[src/rtl/mem_access_pkg.sv]
// Shared encodings for the memory access sequencer: access-size codes and FSM states.
package mem_access_pkg;

  localparam logic [1:0] SZ_BYTE = 2'b00;
  localparam logic [1:0] SZ_HALF = 2'b01;
  localparam logic [1:0] SZ_WORD = 2'b10;
  localparam logic [1:0] SZ_RSVD = 2'b11;

  typedef enum logic [1:0] {
    ST_IDLE    = 2'd0,
    ST_RD_WAIT = 2'd1,
    ST_WRITE   = 2'd2,
    ST_RESP    = 2'd3
  } state_e;

endpackage

[src/rtl/mem_lane_merge.sv]
// Little-endian lane logic: extracts/extends load data and merges store data into a memory word.
module mem_lane_merge
  import mem_access_pkg::*;
(
  input  logic [1:0]  size_i,
  input  logic [1:0]  addr_lo_i,
  input  logic        signed_i,
  input  logic [31:0] rdata_i,
  input  logic [31:0] wdata_i,
  output logic [31:0] load_o,
  output logic [31:0] store_o
);

  logic [7:0]  byte_sel;
  logic [15:0] half_sel;

  always_comb begin
    byte_sel = rdata_i[{addr_lo_i, 3'b000} +: 8];
    half_sel = rdata_i[{addr_lo_i[1], 4'b0000} +: 16];
    load_o   = '0;
    store_o  = rdata_i;
    case (size_i)
      SZ_BYTE: begin
        load_o = {{24{signed_i & byte_sel[7]}}, byte_sel};
        store_o[{addr_lo_i, 3'b000} +: 8] = wdata_i[7:0];
      end
      SZ_HALF: begin
        load_o = {{16{signed_i & half_sel[15]}}, half_sel};
        store_o[{addr_lo_i[1], 4'b0000} +: 16] = wdata_i[15:0];
      end
      SZ_WORD: begin
        load_o  = rdata_i;
        store_o = wdata_i;
      end
      default: begin
        load_o  = '0;
        store_o = rdata_i;
      end
    endcase
  end

endmodule

[src/rtl/mem_access_seq.sv]
// CPU load/store sequencer with read-modify-write for sub-word stores.
// Define MEM_ACCESS_ALIGN_CHECK_EN to fault misaligned halves/words instead of aligning them down.
module mem_access_seq
  import mem_access_pkg::*;
#(
  parameter int unsigned MEM_LAT = 1
) (
  input  logic        clk,
  input  logic        reset,
  input  logic        req_valid,
  output logic        req_ready,
  input  logic        req_write,
  input  logic [1:0]  req_size,
  input  logic        req_signed,
  input  logic [31:0] req_addr,
  input  logic [31:0] req_wdata,
  output logic        resp_valid,
  output logic [31:0] resp_rdata,
  output logic        resp_fault,
  output logic [31:0] mem_addr,
  output logic        mem_wr,
  output logic [31:0] mem_wdata,
  input  logic [31:0] mem_rdata
);

  state_e      state_q, state_d;
  logic [31:0] addr_q, addr_d;
  logic [31:0] wdata_q, wdata_d;
  logic [1:0]  size_q, size_d;
  logic        signed_q, signed_d;
  logic        write_q, write_d;
  logic        fault_q, fault_d;
  logic [1:0]  cnt_q, cnt_d;
  logic        req_fault;
  logic [31:0] load_data, store_word;

  always_comb begin
    req_fault = (req_size == SZ_RSVD);
`ifdef MEM_ACCESS_ALIGN_CHECK_EN
    if ((req_size == SZ_HALF) && req_addr[0])
      req_fault = 1'b1;
    if ((req_size == SZ_WORD) && (req_addr[1:0] != 2'b00))
      req_fault = 1'b1;
`endif
  end

  always_comb begin
    state_d  = state_q;
    addr_d   = addr_q;
    wdata_d  = wdata_q;
    size_d   = size_q;
    signed_d = signed_q;
    write_d  = write_q;
    fault_d  = fault_q;
    cnt_d    = cnt_q;
    case (state_q)
      ST_IDLE: begin
        if (req_valid) begin
          addr_d   = req_addr;
          wdata_d  = req_wdata;
          size_d   = req_size;
          signed_d = req_signed;
          write_d  = req_write;
          fault_d  = req_fault;
          cnt_d    = 2'(MEM_LAT - 1);
          if (req_fault)
            state_d = ST_RESP;
          else if (req_write && (req_size == SZ_WORD))
            state_d = ST_WRITE;
          else
            state_d = ST_RD_WAIT;
        end
      end
      ST_RD_WAIT: begin
        // Sub-word stores fall through to WRITE once the old word has arrived.
        if (cnt_q == 2'd0)
          state_d = write_q ? ST_WRITE : ST_RESP;
        else
          cnt_d = cnt_q - 2'd1;
      end
      ST_WRITE: state_d = ST_RESP;
      ST_RESP:  state_d = ST_IDLE;
      default:  state_d = ST_IDLE;
    endcase
  end

  always_ff @(posedge clk or posedge reset) begin
    if (reset) begin
      state_q  <= ST_IDLE;
      addr_q   <= '0;
      wdata_q  <= '0;
      size_q   <= '0;
      signed_q <= 1'b0;
      write_q  <= 1'b0;
      fault_q  <= 1'b0;
      cnt_q    <= '0;
    end else begin
      state_q  <= state_d;
      addr_q   <= addr_d;
      wdata_q  <= wdata_d;
      size_q   <= size_d;
      signed_q <= signed_d;
      write_q  <= write_d;
      fault_q  <= fault_d;
      cnt_q    <= cnt_d;
    end
  end

  mem_lane_merge u_lane (
    .size_i   (size_q),
    .addr_lo_i(addr_q[1:0]),
    .signed_i (signed_q),
    .rdata_i  (mem_rdata),
    .wdata_i  (wdata_q),
    .load_o   (load_data),
    .store_o  (store_word)
  );

  always_comb begin
    req_ready  = (state_q == ST_IDLE);
    resp_valid = (state_q == ST_RESP);
    resp_fault = resp_valid & fault_q;
    resp_rdata = (resp_valid && !write_q && !fault_q) ? load_data : '0;
    mem_addr   = {addr_q[31:2], 2'b00};
    mem_wr     = (state_q == ST_WRITE);
    mem_wdata  = mem_wr ? store_word : '0;
  end

endmodule

[config.mk]
export PLATFORM = sky130hd
export DESIGN_NAME = mem_access_seq
export DESIGN_NICKNAME = d
export VERILOG_FILES = /design/src/rtl/mem_access_pkg.sv /design/src/rtl/mem_lane_merge.sv /design/src/rtl/mem_access_seq.sv
export SDC_FILE = /design/constraint.sdc
export NUM_CORES = 1
export LEC_CHECK = 0
export ABC_AREA = 1
export ABC_CLOCK_PERIOD_IN_PS = 2800
export CAP_MARGIN = 20
export CORE_MARGIN = 5
export CORE_UTILIZATION = 46
export CTS_CLUSTER_SIZE = 25
export DETAILED_ROUTE_END_ITERATION = 7
export HOLD_SLACK_MARGIN = 0.1
export PLACE_DENSITY = 0.83
export SYNTH_ARGS = -nofsm -noshare
export SYNTH_HDL_FRONTEND = slang
export SYNTH_SLANG_ARGS = --single-unit
[constraint.sdc]
create_clock -name clk -period 2.8 [get_ports clk]
set_input_delay 0.7 -clock clk [delete_from_list [all_inputs] [get_ports clk]]
set_output_delay 0.7 -clock clk [all_outputs]
set_load 0.02 [all_outputs]
==> impl_metrics.yaml <==
setup_path:
  cp_max_fo: 4
  reg2regPathDepth: 5
  rrSetupSlack_ps: 1030
  cp_slowest_cell: "clkdlybuf4s50_1"
  end_kind: "output port"
  critPathLaunch: "mem_rdata[17]"
  critPathArrivalTime_ps: 2060
  r2r-start: "state_q[0]$_DFFE_PP0P_"
  r2r-end: "addr_q[24]$_DFFE_PP0P_"
  cpPeakStageDelay_ps: 580
  critPathTopFamily: "buffers and inverters"
  crit_path_cell_trace: "clkdlybuf4s50_1 -> o21ai_0 -> o21ai_0 -> nand2_1 -> a21oi_1 -> clkdlybuf4s15_2"
  crit_top_cell: "o21ai_0"
  worstSetupPathType: "in2out"
  cp_data_required_time_ps: 2100
  cp_num_buf_inv: 2
  startpoint_type: "input port"
placed_design:
  routabilityCongestion: 0.965
  preCtsSetupSlack_ps: -512
  io_buffer_count: 200
  dp_hpwl_mm: 14.3
  place_inst: 1152
die:
  io_pins: 203
  core_area_mm2: 0.0120
  dieArea_mm2: 0.0146
  dieHeight_um: 121
  rows: 40
  start_util: 0.470
  die_x_um: 121
drt:
  via_per_inst: 5.27
  remaining_drc_errors: 0
  ant_nets: 0
  via_count: 6209
  dr.pass1.iters: 6
  drt-initial-drc-count: 454
  routedWlPerCell_um: 16.1
  drt-total-wl_mm: 19.0
flow_run:
  maxCapViolations: 0
pwr:
  p_per_area_mw_per_mm2: 1130
  vdd_drop_max_mv: 0.845
  p_leak_nw: 4.18
synth:
  ys_types: 27
  synthCells: 822
  yosysWarnings: 0
  synthFlopType: "dfrtp_1"
  async_flop_share: 1.00
  synth_area_mm2: 0.00565
  synth_edf_count: 0
  ys_seq_elements: 73
  synthTopCellsByArea: "dfrtp_1, nand2_1, mux2_2, a21oi_1, o21ai_0"
  synth_area_per_cell_um2: 6.87
  yosysTopAreaCellShare: 0.323
  ys_seq_area_frac: 0.323
  synth_top_area_cell: "dfrtp_1"
outcome:
  run_status: "finished, final reports clean"
sta:
  maxSlewViolCount: 0
  fin_crit_sh: 0.985
  skew_ps: 9.18
  fin_ws_ps: 41.1
  min_period_ps: 2760
  finalSetupViolCount: 0
  fmax_ghz: 0.362
  finalHoldViolations: 0
finish:
  final_common_cell: "nand2_1"
  mostFrequentLayoutCells: "nand2_1, clkdlybuf4s50_1, a21oi_1"
  drive_gt1_frac: 0.234
  instances_no_fill: 1178
  final_nets: 1139
  areaGrowthSynthToFinish_pct: 45.8
  num_antenna_cells: 0
clocking:
  cts-root-buf: "clkbuf_16"
  clk-insertion-delay-late_ps: 330
  cts_buffers: 9
  clk_pin_slew_worst_paths_ps: 50
  clock-sinks: 73
  clk_path_buf_depth: 2
  cts_tree: "built"
  htreeDepth: 3
global_routing:
  grt_max_degree: 84
  grt_usage: 0.253
  grt_pass1_wl_mm: 29.7
  grt_pass1_vias: 6071
  antenna_found_initial: 0
  overflow: 0
hold_path:
  hold_end: "cnt_q[0]$_DFFE_PP0P_"
  hp-class: "reg2reg"
  holdPathStages: 1
  hold_start: "cnt_q[0]$_DFFE_PP0P_"
==> layer usage <==
metal  track usage  share of wire  routed length, µm
met1         0.305           0.38               7310
met2         0.417           0.47               8950
met3        0.0898           0.11               2100
met4        0.0892          0.035                661
met5             0              0                  0
==> synth_stat cells (2+ instances only) <==
library cell / n
buf_4: 35
o21ai_1: 3
nand4_1: 14
dfrtp_1: 73
buf_2: 24
nand2_1: 229
inv_2: 5
nor2_4: 2
nand3_1: 29
ha_1: 10
inv_1: 82
clkbuf_1: 17
nor2_1: 73
a21oi_1: 93
mux2_2: 55
nand3_2: 2
o21ai_0: 65
o21ai_2: 2
==> layout make-up <==
type	count	area, µm²
clock buffers	11	243
repair inverters	2	12.5
repair buffers	267	2370
fillers	1039	3770
clock inverters	5	103
multi-input cells	586	3160
flip-flops and latches	73	1830
well taps	147	184
inverters	87	330
==> cells by family (layout without fill, tap and decap cells) <==
group	after synthesis	after routing	share of synthesized area
AOI/OAI and AO/OA	166	166	0.150
adders and majority gates	10	10	0.0221
buffers and inverters	164	372	0.138
DFF	73	73	0.323
muxes	55	55	0.110
other	1	2	0.000664
and+or+nand+nor	353	353	0.257
==> how the worst max path moves through the flow <==
stage | end | slack (ps) | depth (start not counted)
floorplan | mem_wdata[0] | 180 | 8
global placement | resp_rdata[30] | -430 | 8
detailed placement | resp_rdata[24] | -510 | 8
CTS | resp_rdata[9] | -50 | 8
global route | mem_wdata[24] | -10 | 11
finish | resp_rdata[1] | 40 | 6
==> through the flow <==
step,hold WS [ps],utilization,TNS (ps),instance area (µm²),power (mW)
2_1_floorplan,453,-,0,5650,5.84
3_3_place_gp,472,0.656,-17250,7880,7.66
3_5_place_dp,483,0.656,-18780,7880,7.79
4_1_cts,496,0.680,-82.1,8170,9.13
5_1_grt,512,0.686,-16.2,8240,10.0
6_report,497,0.686,0,8240,9.28
==> flip-flops by register name, indices dropped and copies added, names as in the netlist <==
signal and flops:
fault_q 1, signed_q 1, wdata_q 32, write_q 1, cnt_q 2, size_q 2, addr_q 32, state_q 2
==> power breakdown <==
part	switching, mW	internal, mW
registers	0.389	1.58
logic	3.50	2.50
clock network	0.419	0.893
total	4.30	4.97
==> what timing repair did <==
action                     in CTS  in global routing
hold buffers                    0                  0
gates cloned                    0                  4
setup buffers                   5                  2
pin swaps                       0                  1
gates resized for setup       202                 99
setup endpoints to repair      63                 64
No activity file was read; power rests on OpenSTA's default activity.
